$ cat config.mk
export PLATFORM = sky130hd
export DESIGN_NAME = mouse_init_ctrl
export DESIGN_NICKNAME = d
export VERILOG_FILES = /design/src/rtl/mouse_pkg.sv /design/src/rtl/mouse_timeout_timer.sv /design/src/rtl/mouse_init_ctrl.sv
export SDC_FILE = /design/constraint.sdc
export NUM_CORES = 1
export LEC_CHECK = 0
export CORE_MARGIN = 2
export CORE_UTILIZATION = 50
export CTS_BUF_LIST = sky130_fd_sc_hd__clkbuf_2 sky130_fd_sc_hd__clkbuf_4 sky130_fd_sc_hd__clkbuf_8
export DETAILED_ROUTE_END_ITERATION = 10
export GPL_TIMING_DRIVEN = 0
export PLACE_DENSITY = 0.7
export RECOVER_POWER = 100
export SLEW_MARGIN = 20
export SYNTH_ARGS = -nofsm -noshare
export SYNTH_HDL_FRONTEND = slang
export SYNTH_SLANG_ARGS = --single-unit
$ cat constraint.sdc
create_clock -name clk -period 4.5 [get_ports clk]
set_input_delay 1.35 -clock clk [delete_from_list [all_inputs] [get_ports clk]]
set_output_delay 1.35 -clock clk [all_outputs]
set_load 0.005 [all_outputs]
$ cat src/rtl/mouse_pkg.sv
// Shared constants and FSM state type for the PS/2 mouse init path.
package mouse_pkg;

    localparam int BYTE_WIDTH = 8;

    localparam logic [BYTE_WIDTH-1:0] CMD_RESET  = 8'hFF;
    localparam logic [BYTE_WIDTH-1:0] CMD_ENABLE = 8'hF4;

    localparam logic [BYTE_WIDTH-1:0] RSP_ACK    = 8'hFA;
    localparam logic [BYTE_WIDTH-1:0] RSP_RESEND = 8'hFE;
    localparam logic [BYTE_WIDTH-1:0] RSP_ERROR  = 8'hFC;
    localparam logic [BYTE_WIDTH-1:0] RSP_BAT_OK = 8'hAA;

    localparam logic [BYTE_WIDTH-1:0] ID_STD   = 8'h00;
    localparam logic [BYTE_WIDTH-1:0] ID_WHEEL = 8'h03;

    typedef enum logic [3:0] {
        SEND_RST,
        TXW_RST,
        WAIT_ACK_RST,
        WAIT_BAT,
        WAIT_ID,
        SEND_EN,
        TXW_EN,
        WAIT_ACK_EN,
        STREAM,
        ERROR
    } state_t;

    // States in which the timeout counter runs.
    function automatic logic is_waiting(state_t s);
        return (s == TXW_RST) || (s == WAIT_ACK_RST) || (s == WAIT_BAT) ||
               (s == WAIT_ID) || (s == TXW_EN) || (s == WAIT_ACK_EN);
    endfunction

endpackage

$ cat src/rtl/mouse_timeout_timer.sv
// Saturating down-counter; expired while the count sits at zero.
module mouse_timeout_timer #(
    parameter int TIMEOUT_CYCLES = 50_000_000
) (
    input  logic clk,
    input  logic rst_n,
    input  logic load,
    input  logic tick,
    output logic expired
);

    localparam int CNT_W = (TIMEOUT_CYCLES > 2) ? $clog2(TIMEOUT_CYCLES) : 1;
    localparam logic [CNT_W-1:0] LOAD_VAL = CNT_W'(TIMEOUT_CYCLES - 1);

    logic [CNT_W-1:0] count;

    always_ff @(posedge clk or negedge rst_n) begin
        if (!rst_n) begin
            count <= '0;
        end else if (load) begin
            count <= LOAD_VAL;
        end else if (tick && (count != '0)) begin
            count <= count - CNT_W'(1);
        end
    end

    assign expired = (count == '0);

endmodule

$ cat src/rtl/mouse_init_ctrl.sv
// PS/2 mouse init sequencer: reset, BAT/ID check, enable reporting, then stream.
module mouse_init_ctrl
    import mouse_pkg::*;
#(
    parameter int TIMEOUT_CYCLES = 50_000_000,
    parameter int MAX_RETRIES    = 3
) (
    input  logic                  clk,
    input  logic                  rst_n,
    input  logic                  i_restart,
    input  logic [BYTE_WIDTH-1:0] i_rx_byte,
    input  logic                  i_rx_valid,
    output logic [BYTE_WIDTH-1:0] o_tx_byte,
    output logic                  o_tx_valid,
    input  logic                  i_tx_ready,
    input  logic                  i_tx_done,
    input  logic                  i_tx_err,
    output logic                  o_stream_en,
    output logic                  o_init_done,
    output logic                  o_init_error,
    output logic [1:0]            o_retry_cnt
);

    state_t state, state_next;
    logic   retry_req, retry_ok;
    logic   timer_load, timer_expired;

    mouse_timeout_timer #(.TIMEOUT_CYCLES(TIMEOUT_CYCLES)) u_timer (
        .clk     (clk),
        .rst_n   (rst_n),
        .load    (timer_load),
        .tick    (is_waiting(state)),
        .expired (timer_expired)
    );

    always_ff @(posedge clk or negedge rst_n) begin
        if (!rst_n) state <= SEND_RST;
        else        state <= state_next;
    end

    always_comb begin
        state_next = state;
        retry_req  = 1'b0;
        case (state)
            SEND_RST:  if (o_tx_valid && i_tx_ready) state_next = TXW_RST;
            SEND_EN:   if (o_tx_valid && i_tx_ready) state_next = TXW_EN;
            TXW_RST, TXW_EN: begin
                if (i_tx_err)           retry_req  = 1'b1;
                else if (i_tx_done)     state_next = (state == TXW_RST) ? WAIT_ACK_RST : WAIT_ACK_EN;
                else if (timer_expired) retry_req  = 1'b1;
            end
            WAIT_ACK_RST, WAIT_ACK_EN: begin
                if (i_rx_valid) begin
                    case (i_rx_byte)
                        RSP_ACK:    state_next = (state == WAIT_ACK_RST) ? WAIT_BAT : STREAM;
                        RSP_RESEND: retry_req  = 1'b1;
                        RSP_ERROR:  state_next = ERROR;
                        default:    ;
                    endcase
                end else if (timer_expired) begin
                    retry_req = 1'b1;
                end
            end
            WAIT_BAT: begin
                if (i_rx_valid) begin
                    if (i_rx_byte == RSP_BAT_OK)     state_next = WAIT_ID;
                    else if (i_rx_byte == RSP_ERROR) state_next = ERROR;
                end else if (timer_expired) begin
                    retry_req = 1'b1;
                end
            end
            WAIT_ID: begin
                if (i_rx_valid) begin
                    if ((i_rx_byte == ID_STD) || (i_rx_byte == ID_WHEEL)) state_next = SEND_EN;
                    else                                                  state_next = ERROR;
                end else if (timer_expired) begin
                    retry_req = 1'b1;
                end
            end
            default: ;
        endcase

        // A retry re-issues the command of the current phase.
        retry_ok = retry_req && (int'(o_retry_cnt) < MAX_RETRIES);
        if (retry_req) begin
            if (!retry_ok)                                     state_next = ERROR;
            else if ((state == TXW_EN) || (state == WAIT_ACK_EN)) state_next = SEND_EN;
            else                                               state_next = SEND_RST;
        end

        if (i_restart) state_next = SEND_RST;

        timer_load = is_waiting(state_next) && (state_next != state);
    end

    // Outputs are registered from the next state so they move with the state.
    always_ff @(posedge clk or negedge rst_n) begin
        if (!rst_n) begin
            o_tx_valid   <= 1'b0;
            o_tx_byte    <= '0;
            o_stream_en  <= 1'b0;
            o_init_done  <= 1'b0;
            o_init_error <= 1'b0;
            o_retry_cnt  <= '0;
        end else begin
            o_tx_valid   <= (state_next == SEND_RST) || (state_next == SEND_EN);
            if (state_next == SEND_RST)     o_tx_byte <= CMD_RESET;
            else if (state_next == SEND_EN) o_tx_byte <= CMD_ENABLE;
            o_stream_en  <= (state_next == STREAM);
            o_init_done  <= (state_next == STREAM);
            o_init_error <= (state_next == ERROR);
            if (i_restart || (state_next == STREAM)) o_retry_cnt <= '0;
            else if (retry_ok)                       o_retry_cnt <= o_retry_cnt + 2'd1;
        end
    end

endmodule
==> out/qor.yml, run 1 <==
global_route:
  antenna_found_initial: 0
  grt_pass1_vias: 2123
  grt_use_total_pct: 20.0
  grt_pass1_wl_um: 9680
  gr-total-overflow: 0
  grt_max_degree: 30
pwr:
  intPower_mw: 0.559
  power.total_mw: 0.820
  p_clk_share_pct: 27.3
  switchingPower_mw: 0.261
  power_density_mw_per_mm2: 270
  switching_share_pct: 31.9
  peakVddDrop_uv: 185
  pwr-share-seq_pct: 45.6
  power_frac_comb_pct: 27.1
  cellLeakagePower_nw: 1.16
synthesis:
  synthArstFlopShare_pct: 100
  synth_top_cell_by_area: "dfrtp_1"
  syn_area_mm2: 0.00264
  synth_top_area_share_pct: 35.1
  syn_avg_cell_area_um2: 9.23
  synth_flop_cell: "dfrtp_1"
  yosysSeqAreaShare_pct: 35.1
  synth_nets: 304
  ys_warn_count: 0
  synth_seq_cells: 37
  synth_area_leaders: "dfrtp_1 (35%), xnor2_1 (5.3%), xor2_1 (4.0%)"
  synth_edf_count: 0
  synth.distinct_cells: 69
  syn_inst: 286
clock_tree:
  cts_buffers: 5
  cts_tree: "done"
  clk_latency_ns: 0.29
  clock_path_buffers: 2
  cts_resized: 0
  cts_root_buf: "clkbuf_8"
  h-tree-depth: 2
  cts.sinks: 37
  path_clk_slew_ns: 0.08
  cts_hold_buf: 0
  post_cts_buffers: 0
timing:
  fmax_ghz: 0.244
  clock_skew_ns: 0.0121
  whs_ns: 0.529
  finalHoldViolCount: 0
  worstMarginPinSlew_ns: 1.58
  slew_headroom_pct: -5.02
  finalSetupViolations: 0
  setup_tns_ns: 0
  min_period_ns: 4.10
  report.final.slew_viol_count: 30
  fin_crit_sh_pct: 91.2
  rsz0062_at_grt: "false"
routing:
  drtIter0Drc: 135
  dr.pass1.iters: 4
  vias: 2218
  wl_um: 5460
  ant_nets: 0
  routedWlPerCell_um: 13.9
  viasPerCell: 5.66
  drc_errors: 0
run:
  maxCapViolCount: 1
finish:
  drive_gt1_share_pct: 12.1
  syn_to_final_growth_pct: 15.1
  fillers: 482
  final_cell_mix: "dfrtp_1 (37), nand3_1 (22), nor2_1 (21)"
  nNetsFinal: 339
  final_area_mm2: 0.00304
  seqCellArea_um2: 926
  diodes: 0
  multi_input_area_mm2: 0.00147
  final_common_cell: "dfrtp_1"
place:
  portBuffers: 27
  hpwl_um: 4160
  dpl_cell_area_mm2: 0.00301
  gp_congestion: 0.915
critical_path:
  reg2reg_slack_ns: 1.40
  worstPathCellList: "dlygate4sd3_1, and4_1, clkbuf_1, nand3_1, o32ai_1, a31o_1, buf_6, a221oi_2, o21ai_0, a211oi_2, nor3_1"
  cp.arrival_ns: 4.24
  critical_path_class: "input pin to flip-flop"
  r2r_start: "u_timer.count[0]$_DFFE_PN0P_"
  start_kind: "input pin"
  rr_worst_depth: 10
  cp_data_required_time_ns: 4.64
  critPathMaxStageDelay_ns: 0.59
  cp_slowest_cell: "dlygate4sd3_1"
  cp_max_fo: 10
  r2r-end: "u_timer.count[9]$_DFFE_PN0P_"
  end_kind: "flip-flop"
floorplan:
  io-pin-count: 29
  die_area_mm2: 0.00588
  core_area_mm2: 0.00511
  die_w_um: 76.7
  rows: 26
  dieHeight_um: 76.7
  initial_core_util_pct: 51.7
hold_path:
  hold_depth: 2
  min_from: "u_timer.count[17]$_DFFE_PN0P_"
  holdPathEnd: "u_timer.count[17]$_DFFE_PN0P_"
  hold_class: "flip-flop to flip-flop"
status:
  violations: "max-capacitance violations, max-slew violations"
  outcome: "finished, violations left"
## cell usage after synthesis, drive strengths merged, types with 3 or more instances
master and number:
a311oi 3, xnor2 16, mux2i 3, a211o 3, nor4bb 3, nor4 6, ha 3, or3 5
o22ai 3, dfrtp 37, nor3 19, buf 17, a211oi 3, inv 10, or4 3, nor2 21
o21ai 6, and2 3, nand4b 3, xor2 12, a21oi 10, nor2b 5, nand3 24, clkbuf 4
nand2 20, nand4 4
## final cells by class
| type | count | share of cell area, % |
|---|---|---|
| buffer | 21 | 5.31 |
| clock buffer | 5 | 2.27 |
| clock inverter | 3 | 0.577 |
| inverter | 11 | 1.40 |
| multi-input combinational | 217 | 48.3 |
| sequential | 37 | 30.5 |
| tap | 70 | 2.88 |
| timing repair buffer | 28 | 8.81 |
## power groups by stage
stage	registers (mW)	logic, mW	clock network, mW
floorplan	0.376	0.168	0
finish	0.374	0.222	0.224
global placement	0.381	0.230	0
detailed placement	0.381	0.233	0
CTS	0.374	0.235	0.236
global route	0.377	0.245	0.248
## sequential cells by signal, indices dropped and copies added, names as in the netlist
name / count
state: 4
u_timer.count: 26
o_retry_cnt: 2
o_tx_byte: 2
o_init_error: 1
o_init_done: 1
o_tx_valid: 1
## kinds of logic (layout without fill, tap and decap cells)
kind of cell    after synthesis  in the layout  share of synthesized area [%]
simple gates                131            131                           30.1
compound gates               52             52                           15.3
flops                        37             37                           35.1
buf+inv                      32             68                           7.72
xor+xnor                     28             28                           9.29
fa+ha+maj                     3              3                           1.42
mux                           3              3                           1.14
## routing by layer
metal | vias to the layer above | share of wire [%] | GRT usage [%]
li1 | 1109 | - | -
met1 | 1047 | 45 | 26.0
met2 | 54 | 49 | 33.9
met3 | 8 | 4.0 | 3.88
met4 | 0 | 1.1 | 5.82
met5 | - | 0 | 0
## stage by stage
stage / setup WS, ns / utilization (%) / std cells
global placement: 0.0968 / 58.7 / 383
global route: 0.118 / 59.5 / 392
CTS: 0.394 / 60.7 / 392
floorplan: 0.885 / - / 286
detailed placement: 0.0853 / 59.0 / 384
finish: 0.398 / 59.5 / 392
## worst max path at each step
stage / from / slack [ns] / cells after the start / endpoint
4_1_cts: i_rx_byte[1] / 0.39 / 11 / u_timer.count[23]$_DFFE_PN0P_
3_3_place_gp: i_rx_byte[1] / 0.1 / 11 / u_timer.count[0]$_DFFE_PN0P_
6_report: i_rx_byte[7] / 0.40 / 11 / u_timer.count[9]$_DFFE_PN0P_
2_1_floorplan: i_tx_err / 0.88 / 10 / u_timer.count[0]$_DFFE_PN0P_
5_1_grt: i_rx_byte[7] / 0.12 / 11 / u_timer.count[7]$_DFFE_PN0P_
3_5_place_dp: i_rx_byte[1] / 0.09 / 11 / u_timer.count[23]$_DFFE_PN0P_
## worst max-delay path: cells and delay by family
family          cells  cell delay (ns)
compound gates      5             1.55
buf+inv             3             0.89
simple gates        3             0.44
(Power assumes the default switching activity.)
==> run 2, diff against run 1 <==
Settings changed: PLACE_DENSITY 0.7 to 0.75.
Clock period 4.5 ns to 3.75 ns, I/O delays scaled along.
==> run 2 against run 1 <==
  * The flow now finishes without violations
  * Setup slack worse by 0.32 ns
  * Total power increased by 28%
  * Cell count up 1.0%
  * Via count increased by 3.8%
  * Largest power group unchanged
  * Global-route usage rose by 0.98 points
  * Non-clock buffer count rose by 4
  * Cell area is 6.1% higher
  * Hold slack got worse by 0.018 ns
  * Combinational power rose by 41%
==> out/qor.yml, run 2 (synthesis results as in run 1) <==
floorplan:
  die_area_mm2: 0.00588
  die_w_um: 76.7
  dieHeight_um: 76.7
  rows: 26
  io-pin-count: 29
  initial_core_util_pct: 51.7
  core_area_mm2: 0.00511
timing:
  fin_crit_sh_pct: 98.0
  finalHoldViolCount: 0
  worstMarginPinSlew_ns: 1.29
  slew_headroom_pct: 13.9
  finalSetupViolations: 0
  fmax_ghz: 0.272
  clock_skew_ns: 0.0115
  min_period_ns: 3.68
  report.final.slew_viol_count: 0
  rsz0062_at_grt: "true"
  whs_ns: 0.511
routing:
  dr.pass1.iters: 4
  viasPerCell: 5.82
  wl_um: 5960
  ant_nets: 0
  drtIter0Drc: 139
  vias: 2303
  drc_errors: 0
  routedWlPerCell_um: 15.0
critical_path:
  cp_max_fo: 10
  crit_start: "i_tx_done"
  critical_path_class: "input pin to flip-flop"
  start_kind: "input pin"
  end_kind: "flip-flop"
  cp.arrival_ns: 3.82
  r2r-end: "u_timer.count[7]$_DFFE_PN0P_"
  cp_data_required_time_ns: 3.89
  r2r_start: "u_timer.count[0]$_DFFE_PN0P_"
  rr_worst_depth: 13
  reg2reg_slack_ns: 0.64
  crit_path_end: "u_timer.count[7]$_DFFE_PN0P_"
place:
  hpwl_um: 4270
  gp_congestion: 0.905
  portBuffers: 27
hold_path:
  hold_class: "flip-flop to flip-flop"
  min_from: "u_timer.count[17]$_DFFE_PN0P_"
global_route:
  antenna_found_initial: 0
  grt_pass1_wl_um: 10200
  grt_pass1_vias: 2227
  gr-total-overflow: 0
  grt_use_total_pct: 21.0
  grt_max_degree: 24
finish:
  top_regs: "u_timer.count x26, state x4"
  fin_util_pct: 63.1
  diodes: 0
  drive_gt1_share_pct: 18.7
  nNetsFinal: 343
  largest_reg_flops: 26
  regMostFlops: "u_timer.count"
  syn_to_final_growth_pct: 22.1
  fillers: 443
  multi_input_area_mm2: 0.00159
  final_common_cell: "dfrtp_1"
  seqCellArea_um2: 926
  final_cell_mix: "dfrtp_1 (37), nor2_1 (21), nand2_1 (20)"
clock_tree:
  clock_path_buffers: 2
  cts.sinks: 37
  cts_tree: "done"
  cts_hold_buf: 0
  path_clk_slew_ns: 0.08
  cts_root_buf: "clkbuf_8"
  clk_latency_ns: 0.28
  h-tree-depth: 2
  cts_buffers: 5
pwr:
  power_density_mw_per_mm2: 325
  peakVddDrop_uv: 295
  cellLeakagePower_nw: 1.26
run:
  maxCapViolCount: 0
status:
  outcome: "complete, no violations"
## run 2: area by class of cell
cell class	instances	share of cell area, %
Buffer	20	5.12
Clock buffer	6	2.56
Clock inverter	2	0.427
Inverter	11	1.32
Multi-Input combinational cell	217	49.3
Sequential cell	37	28.7
Tap cell	70	2.72
Timing Repair Buffer	33	9.78
## run 2: where the power goes
group / switching, mW / internal, mW / leakage, nW
clock network: 0.137 / 0.149 / 0.0512
logic: 0.173 / 0.139 / 0.795
registers: 0.0246 / 0.425 / 0.412
## run 2: per-layer routing
layer | share of wire, % | routed length (um) | GRT usage [%]
met4 | 2.0 | 121 | 6.36
met2 | 50 | 2990 | 36.8
met3 | 4.0 | 237 | 3.06
met5 | 0 | 0 | 0
met1 | 44 | 2610 | 26.8
## run 2: critical path, cell delays in order
cell and delay, ns:
clkdlybuf4s50_1 0.47, and2b_1 0.18, o22ai_1 0.08, a221o_1 0.37, a31o_1 0.20, buf_6 0.15, or4_4 0.53, a31o_1 0.23
a21oi_2 0.35, nor3_1 0.12
## run 2: through the flow
stage	area, um2	setup slack, ns	std cells	power [mW]	TNS [ns]
final	3220	0.0749	396	1.05	0
after global routing	3220	-0.0329	396	1.10	-0.258
after CTS	3160	0.000854	392	1.05	0
after detailed placement	3020	-0.428	384	0.740	-9.25
after global placement	3000	-0.429	383	0.733	-9.32
after floorplan	2640	0.360	286	0.653	0
## run 2: how the worst min path moves through the flow
| stage | endpoint | slack (ns) | cells past startpoint |
|---|---|---|---|
| after global placement | u_timer.count[17]$_DFFE_PN0P_ | 0.49 | 2 |
| after global routing | u_timer.count[17]$_DFFE_PN0P_ | 0.55 | 2 |
| after CTS | u_timer.count[17]$_DFFE_PN0P_ | 0.51 | 2 |
| after detailed placement | u_timer.count[17]$_DFFE_PN0P_ | 0.49 | 2 |
| final | u_timer.count[17]$_DFFE_PN0P_ | 0.51 | 2 |
| after floorplan | u_timer.count[17]$_DFFE_PN0P_ | 0.47 | 2 |
## run 2: timing repair
item | 4_1_cts | 5_1_grt
setup buffers | 0 | 5
cloned | 0 | 0
pin swaps | 0 | 6
setup endpoints to repair | 19 | 26
resized for setup | 8 | 12
==> run 3, diff against run 2 <==
Settings changed: CTS_CLUSTER_SIZE set to 8, REMOVE_ABC_BUFFERS set to 1.
==> run 3 against run 2 <==
  * First-iteration DRC count increased by 22%
  * Count of clock-buffer cells in the layout up 1
  * Largest cell class unchanged
  * Combinational power grew 1%
  * Setup slack got worse by 0.0040 ns
  * Critical path type unchanged
  * Maximum frequency is 0.11% lower
==> out/qor.yml, run 3 (synthesis results as in run 1) <==
status:
  outcome: "complete, no violations"
critical_path:
  end_kind: "flip-flop"
  cp_data_required_time_ns: 3.95
  start_kind: "input pin"
  critical_path_class: "input pin to flip-flop"
  cp_max_fo: 8
  cp.arrival_ns: 3.88
global_route:
  grt_pass1_wl_um: 10100
  grt_pass1_vias: 2155
  gr-total-overflow: 0
  grt_max_degree: 29
  grt_use_total_pct: 20.8
  antenna_found_initial: 0
floorplan:
  die_area_mm2: 0.00588
  io-pin-count: 29
  core_area_mm2: 0.00511
  initial_core_util_pct: 51.7
  dieHeight_um: 76.7
  die_w_um: 76.7
  rows: 26
finish:
  final_cell_mix: "dfrtp_1 (37), nor2_1 (21), nand2_1 (20)"
  final_common_cell: "dfrtp_1"
  diodes: 0
  top_regs: "u_timer.count x26, state x4"
  fillers: 430
  drive_gt1_share_pct: 17.9
  largest_reg_flops: 26
  syn_to_final_growth_pct: 20.6
  multi_input_area_mm2: 0.00167
  nNetsFinal: 329
  seqCellArea_um2: 926
  regMostFlops: "u_timer.count"
timing:
  fmax_ghz: 0.272
  min_period_ns: 3.68
  clock_skew_ns: 0.00846
  finalHoldViolCount: 0
  worst_slack_ns: 0.0709
  whs_ns: 0.508
  finalSetupViolations: 0
  slew_headroom_pct: 2.28
  report.final.slew_viol_count: 0
  fin_crit_sh_pct: 98.1
  worstMarginPinSlew_ns: 1.47
run:
  maxCapViolCount: 0
clock_tree:
  cts.sinks: 37
  h-tree-depth: 2
  cts_tree: "done"
  path_clk_slew_ns: 0.07
  clk_latency_ns: 0.28
  clock_path_buffers: 2
  cts_root_buf: "clkbuf_8"
  cts_hold_buf: 0
  cts_buffers: 5
routing:
  ant_nets: 0
  drtIter0Drc: 170
  wl_um: 6060
  viasPerCell: 6.10
  routedWlPerCell_um: 15.9
  vias: 2329
  drc_errors: 0
  dr.pass1.iters: 6
place:
  pre_cts_ws_ns: -0.868
  gp_congestion: 0.848
  hpwl_um: 3870
  portBuffers: 28
pwr:
  power_density_mw_per_mm2: 355
  peakVddDrop_uv: 272
  cellLeakagePower_nw: 1.17
hold_path:
  hold_class: "flip-flop to flip-flop"
## run 3: area by class of cell
cell class	instances	area share [%]
clock inverters	1	0.943
clock buffers	7	2.83
flip-flops and latches	37	29.1
repair buffers	36	10.5
inverters	11	1.34
well taps	70	2.75
multi-input cells	220	52.5
## run 3: report_power, final
part           switching, mW  total (mW)  internal [mW]
sequential            0.0353       0.460          0.425
combinational          0.177       0.316          0.139
clock                  0.131       0.355          0.224
## run 3: metal layers
metal,track usage [%],vias to the layer above,part of all wire [%]
met5,0,-,0
met4,6.18,0,1.4
met3,4.47,9,6.0
met2,33.2,89,48
met1,28.6,1136,44
li1,-,1095,-
## run 3: stage by stage
stage / instances / TNS (ns) / utilization (%) / power (mW) / area [um2]
after floorplan: 265 / 0 / - / 0.625 / 2480
after global placement: 363 / -16.85 / 55.7 / 0.703 / 2850
after detailed placement: 364 / -18.39 / 56.0 / 0.712 / 2860
after CTS: 375 / 0 / 60.4 / 1.10 / 3080
after global routing: 382 / -0.0567 / 62.3 / 1.19 / 3180
final: 382 / 0 / 62.3 / 1.13 / 3180
## run 3: worst paths after layout
path                                          startpoint                       endpoint  slack, ns  depth (start not counted)
setup / recovery                            i_rx_byte[2]   u_timer.count[8]$_DFFE_PN0P_       0.07                         11
hold / removal             u_timer.count[17]$_DFFE_PN0P_  u_timer.count[17]$_DFFE_PN0P_       0.51                          2
setup reg to reg                      state[1]$_DFF_PN0_  u_timer.count[10]$_DFFE_PN0P_       0.60                          8
hold reg to reg            u_timer.count[17]$_DFFE_PN0P_  u_timer.count[17]$_DFFE_PN0P_       0.51                          2
max in group asynchronous                          rst_n   u_timer.count[5]$_DFFE_PN0P_       1.24                          2
min in group asynchronous                          rst_n  u_timer.count[20]$_DFFE_PN0P_       0.78                          1
## run 3: critical path: stages
cell             delay (ns)
clkdlybuf4s50_1        0.58
and4bb_2               0.31
nor4bb_2               0.18
o32ai_1                0.31
a211oi_2               0.17
o31a_1                 0.29
a311oi_4               0.28
buf_6                  0.19
a211oi_4               0.07
buf_4                  0.19
nor3_1                 0.18
## run 3: timing repair
action | CTS | global route
pin swaps | 2 | 5
gates resized for setup | 15 | 12
cloned | 2 | 1
setup endpoints to repair | 26 | 26
buffers inserted | 1 | 6
